[src/rtl/bcd_timer_pkg.sv]
// bcd_timer_pkg: shared types and constants for the stopwatch and countdown BCD counters
package bcd_timer_pkg;
  typedef enum logic [1:0] {IDLE, RUN, PAUSED, EXPIRED} cdt_state_t;
  typedef logic [3:0] bcd_digit_t;
  localparam int BCD_MAX = 9;
  localparam int SEC_TENS_MAX_DEF = 5;
endpackage

[src/rtl/bcd_digit_down.sv]
// bcd_digit_down: one registered BCD digit that decrements, wrapping to wrap_val and borrowing at zero
module bcd_digit_down #(
  parameter int W = 4
) (
  input  logic         clk,
  input  logic         rst,
  input  logic         clr,
  input  logic         ld,
  input  logic [W-1:0] ld_val,
  input  logic         dec_in,
  input  logic [W-1:0] wrap_val,
  output logic [W-1:0] digit,
  output logic         borrow_out
);
  logic [W-1:0] digit_q, digit_d;
  always_comb
    digit_d = clr ? '0 : ld ? ld_val : !dec_in ? digit_q : (digit_q == '0) ? wrap_val : digit_q - 1'b1;
  always_ff @(posedge clk)
    if (rst) digit_q <= '0;
    else digit_q <= digit_d;
  assign digit = digit_q;
  assign borrow_out = dec_in && (digit_q == '0);
endmodule

[src/rtl/bcd_countdown_timer.sv]
// bcd_countdown_timer: SS.mmm BCD countdown with load/start/pause/clear control and expiry flags.
// Define BCD_CDT_AUTO_RELOAD_EN to reload the preset on expiry instead of stopping.
module bcd_countdown_timer
  import bcd_timer_pkg::*;
#(
  parameter int SEC_TENS_MAX = SEC_TENS_MAX_DEF,
  parameter int DIGIT_W = 4
) (
  input  logic               clk,
  input  logic               rst,
  input  logic               tick_1ms,
  input  logic               load,
  input  logic [DIGIT_W-1:0] pre_sec_tens,
  input  logic [DIGIT_W-1:0] pre_sec_ones,
  input  logic [DIGIT_W-1:0] pre_ms_hund,
  input  logic [DIGIT_W-1:0] pre_ms_tens,
  input  logic [DIGIT_W-1:0] pre_ms_units,
  input  logic               start,
  input  logic               pause,
  input  logic               clear,
  output logic [DIGIT_W-1:0] sec_tens,
  output logic [DIGIT_W-1:0] sec_ones,
  output logic [DIGIT_W-1:0] ms_hund,
  output logic [DIGIT_W-1:0] ms_tens,
  output logic [DIGIT_W-1:0] ms_units,
  output logic               running,
  output logic               expired,
  output logic               done_pulse,
  output logic               load_err
);
  cdt_state_t state_q, state_d;
  logic done_q, done_d, err_q, err_d;
  logic clr_cnt, ld_cnt, dec;
  logic [DIGIT_W-1:0] pre [5];
  logic [DIGIT_W-1:0] cnt [5];
  logic [DIGIT_W-1:0] ld_src [5];
  logic [5*DIGIT_W-1:0] cnt_flat;
  logic [5:0] chain;
  logic chain_unused;
  logic valid, count_zero, count_one;
  assign pre = '{pre_ms_units, pre_ms_tens, pre_ms_hund, pre_sec_ones, pre_sec_tens};
  assign cnt_flat = {cnt[4], cnt[3], cnt[2], cnt[1], cnt[0]};
  assign count_zero = cnt_flat == '0;
  assign count_one = cnt_flat == (5*DIGIT_W)'(1);
  assign valid = pre_sec_tens <= DIGIT_W'(SEC_TENS_MAX) && pre_sec_ones <= DIGIT_W'(BCD_MAX) &&
                 pre_ms_hund <= DIGIT_W'(BCD_MAX) && pre_ms_tens <= DIGIT_W'(BCD_MAX) &&
                 pre_ms_units <= DIGIT_W'(BCD_MAX);
`ifdef BCD_CDT_AUTO_RELOAD_EN
  logic [DIGIT_W-1:0] preset_q [5];
  logic [DIGIT_W-1:0] preset_d [5];
  logic preset_zero;
  assign preset_zero = {preset_q[4], preset_q[3], preset_q[2], preset_q[1], preset_q[0]} == '0;
  always_ff @(posedge clk)
    if (rst) preset_q <= '{default: '0};
    else preset_q <= preset_d;
`endif
  always_comb begin
    state_d = state_q;
    done_d = 1'b0;
    err_d = 1'b0;
    clr_cnt = 1'b0;
    ld_cnt = 1'b0;
    dec = 1'b0;
    ld_src = pre;
`ifdef BCD_CDT_AUTO_RELOAD_EN
    preset_d = preset_q;
`endif
    if (clear) begin
      state_d = IDLE;
      clr_cnt = 1'b1;
    end else if (load && state_q != RUN) begin
      err_d = !valid;
      ld_cnt = valid;
      state_d = valid ? IDLE : state_q;
`ifdef BCD_CDT_AUTO_RELOAD_EN
      if (valid) preset_d = pre;
`endif
    end else if (pause && state_q == RUN) begin
      state_d = PAUSED;
    end else if (start && (state_q == IDLE || state_q == PAUSED)) begin
      state_d = count_zero ? EXPIRED : RUN;
      done_d = count_zero;
    end else if (tick_1ms && state_q == RUN) begin
      dec = 1'b1;
      if (count_one) begin
        done_d = 1'b1;
`ifdef BCD_CDT_AUTO_RELOAD_EN
        // reload replaces the final decrement so the period is exactly the preset
        if (!preset_zero) begin
          dec = 1'b0;
          ld_cnt = 1'b1;
          ld_src = preset_q;
        end else state_d = EXPIRED;
`else
        state_d = EXPIRED;
`endif
      end
    end
  end
  always_ff @(posedge clk)
    if (rst) begin
      state_q <= IDLE;
      done_q <= 1'b0;
      err_q <= 1'b0;
    end else begin
      state_q <= state_d;
      done_q <= done_d;
      err_q <= err_d;
    end
  assign chain[0] = dec;
  assign chain_unused = chain[5];
  for (genvar i = 0; i < 5; i++) begin : g_dig
    bcd_digit_down #(.W(DIGIT_W)) u_dig (
      .clk(clk),
      .rst(rst),
      .clr(clr_cnt),
      .ld(ld_cnt),
      .ld_val(ld_src[i]),
      .dec_in(chain[i]),
      .wrap_val(i == 4 ? DIGIT_W'(SEC_TENS_MAX) : DIGIT_W'(BCD_MAX)),
      .digit(cnt[i]),
      .borrow_out(chain[i+1])
    );
  end
  assign {sec_tens, sec_ones, ms_hund, ms_tens, ms_units} = cnt_flat;
  assign running = state_q == RUN;
  assign expired = state_q == EXPIRED;
  assign done_pulse = done_q;
  assign load_err = err_q;
endmodule

[config.mk]
export PLATFORM = sky130hd
export DESIGN_NAME = bcd_countdown_timer
export DESIGN_NICKNAME = d
export VERILOG_FILES = /design/src/rtl/bcd_timer_pkg.sv /design/src/rtl/bcd_digit_down.sv /design/src/rtl/bcd_countdown_timer.sv
export SDC_FILE = /design/constraint.sdc
export NUM_CORES = 1
export LEC_CHECK = 0
export ABC_AREA = 1
export BUFFER_PORTS_ARGS = -buffer_cell sky130_fd_sc_hd__buf_4
export CORE_MARGIN = 8
export CORE_UTILIZATION = 53
export CTS_BUF_LIST = sky130_fd_sc_hd__clkbuf_8
export DETAILED_ROUTE_END_ITERATION = 12
export MAX_ROUTING_LAYER = met4
export PLACE_DENSITY = 0.82
export SETUP_SLACK_MARGIN = 0.02
export SKIP_LAST_GASP = 1
export SYNTH_ARGS = -nofsm -noshare
export SYNTH_HDL_FRONTEND = slang
export SYNTH_SLANG_ARGS = --single-unit
[constraint.sdc]
create_clock -name clk -period 1.7 [get_ports clk]
set_clock_uncertainty 0.2 [all_clocks]
set_input_delay 0.34 -clock clk [delete_from_list [all_inputs] [get_ports clk]]
set_output_delay 0.34 -clock clk [all_outputs]
set_load 0.005 [all_outputs]
==> metrics.txt <==
status=completed; diode count=0; fin crit share=0.942; Mapped Avg Cell Area=just under 6 sq um; Max VDD drop=between 0.2 and 0.3 mV; maximum buffer depth of the clock tree=2; Total Die Area=5100 sq um; Setup Crit Path Kind=register to register; Residual DRC=0; nets@finish=about 370; Tmin final=1.60 ns; most frequent cells in the layout=67 x buf_4, 65 x nand2_1, 57 x nor2_1, 42 x inv_1, 22 x dfxtp_1; Rel. slew slack=0.749; # rows=20; Setup crit end kind=register; Core ar.=a little under 3000 sq um; CP required=roughly 1.7 ns; routability cong.=0.914; DRT Pass-1 Iters=4; RSZ-0062 raised after global routing=true; Arrival @ worst endpoint=about 1.6 ns; clk slew on worst S/H paths=roughly 0.09 ns; final hold violations=0; synthesis-stage register bit count=24; post-layout util=0.761; chip width=71.4 um; Unique masters post-synth=26; post-synthesis sequential area ratio=0.295; Setup-failing EPs final=0; CP startpoint kind=register; Initial Util=0.547; io pins=51; routed vias=1,874; pwr dens=between 500 and 600 nW/um^2; clock sink total=24; Total Routing Usage GR=0.182; commonest non-fill, non-tap cell in the layout=buf_4; synthesized netlist cell count=~280; Leak=1.19 nW; Inst Count DP=around 370; vias per cell=slightly below 5; number of I/O port buffers=50; H-tree lvl count=1; routed len/inst=12.2 um; Total Neg Setup Slack=0 ns; share of cells above drive strength 1=0.313; Placed Area=between 2000 and 2500 sq um; cts hold-fix bufs=0; syn_nets=about 300; synth warn=0; global-route wire length before repair=7.56 mm; number of buffers created by CTS=3; vias in the first global route=approximately 1,800; multi-input logic area=between 900 and 1000 sq um; max-cap viol count=0; initial DRC count=approximately 130; clk_lat worst skew=about 0.27 ns; CTS tree=done; chip height=~70 um; Hold Path Class=primary input to register; setup ws final=slightly below 0.1 ns; final cell count without fillers=around 380; pin count of the biggest net entering global routing=15; Routed Antenna Nets=0; Hold WS=0.0910 ns; post-DP HPWL=3.59 mm; critical path peak fanout=5; Overflow after GRT=0; Slew Limit Fails=0; Slew @ Worst Pin=around 0.38 ns; Post-Syn Area=around 1600 sq um; antenna violations before repair=0; Fmax achieved=624 MHz; dpl ws=-0.0420 ns; routed wire length=~4.6 mm; Finished Cell Area=between 2000 and 2500 sq um; Reg area=483 sq um; Root Driver=clkbuf_8; total design power=between 1 and 1.5 mW; # fillers=254; synthesis-to-finish area growth=39.3%
## report_power, final
group,internal (mW),switching (mW),total (mW)
clock,0.315,0.201,0.516
sequential,0.571,0.00723,0.578
combinational,0.104,0.111,0.215
## logic make-up after synthesis
logic type      after synthesis  share of synthesized area
compound gates               36                      0.116
xor+xnor                      2                     0.0108
buf+inv                      49                      0.123
flops                        24                      0.295
simple gates                164                      0.455
## routing by layer
layer  share of wire  global-route usage
met1            0.45               0.213
met2            0.48               0.303
met3           0.061              0.0418
met4           0.011              0.0531
met5               0                   -
## what timing repair did
action | 4_1_cts | 5_1_grt
resized for setup | 0 | 15
endpoints found under the hold margin | 0 | 0
endpoints found under the setup margin | 0 | 15
buffers inserted | 0 | 5
## flip-flops by register name, indices dropped and copies added, names as in the netlist
register,cells
state_q,2
g_dig.u_dig.digit,20
load_err,1
done_pulse,1
## final timing paths
kind | from | end | slack [ns] | cells past startpoint
setup / recovery | g_dig[1].u_dig.digit[2]$_SDFFE_PP0P_ | g_dig[3].u_dig.digit[2]$_SDFFE_PP0P_ | 0.1 | 9
hold / removal | pre_ms_hund[0] | g_dig[2].u_dig.digit[0]$_SDFFE_PP0P_ | 0.09 | 3
setup reg to reg | g_dig[1].u_dig.digit[2]$_SDFFE_PP0P_ | g_dig[3].u_dig.digit[2]$_SDFFE_PP0P_ | 0.1 | 9
hold reg to reg | g_dig[4].u_dig.digit[3]$_SDFFE_PP0P_ | g_dig[4].u_dig.digit[3]$_SDFFE_PP0P_ | 0.29 | 2
## critical path, stage by stage, from the launching register on
cell and delay [ns]:
dfxtp_1 0.35, nor2_2 0.16, nand2_2 0.13, nor2_4 0.16
nand3b_2 0.14, inv_2 0.10, o21ai_1 0.08, nand2_1 0.08
nor2_1 0.04, nor2_1 0.09
## layout make-up
type	instances	share of cell area
multi-input combinational	202	0.428
clock buffer	3	0.0182
tap	33	0.0182
timing repair buffer	69	0.232
clock inverter	1	0.0132
inverter	46	0.0778
sequential	24	0.213
## cell usage after synthesis (all sizes together)
| cell | instances | area [sq um] |
|---|---|---|
| a211oi | 1 | 7.51 |
| buf | 3 | 27.5 |
| dfxtp | 24 | 480 |
| nand3 | 11 | 72.6 |
| nand4 | 2 | 12.5 |
| xor2 | 2 | 17.5 |
| nor2 | 71 | 322 |
| clkinv | 1 | 3.75 |
| nor3 | 2 | 10.0 |
| inv | 45 | 169 |
| nand3b | 2 | 18.8 |
| nand2 | 76 | 305 |
| o21a | 1 | 7.51 |
| a21oi | 12 | 63.8 |
| o21ai | 22 | 110 |
Note: power is estimated with default switching activity, not from simulation.
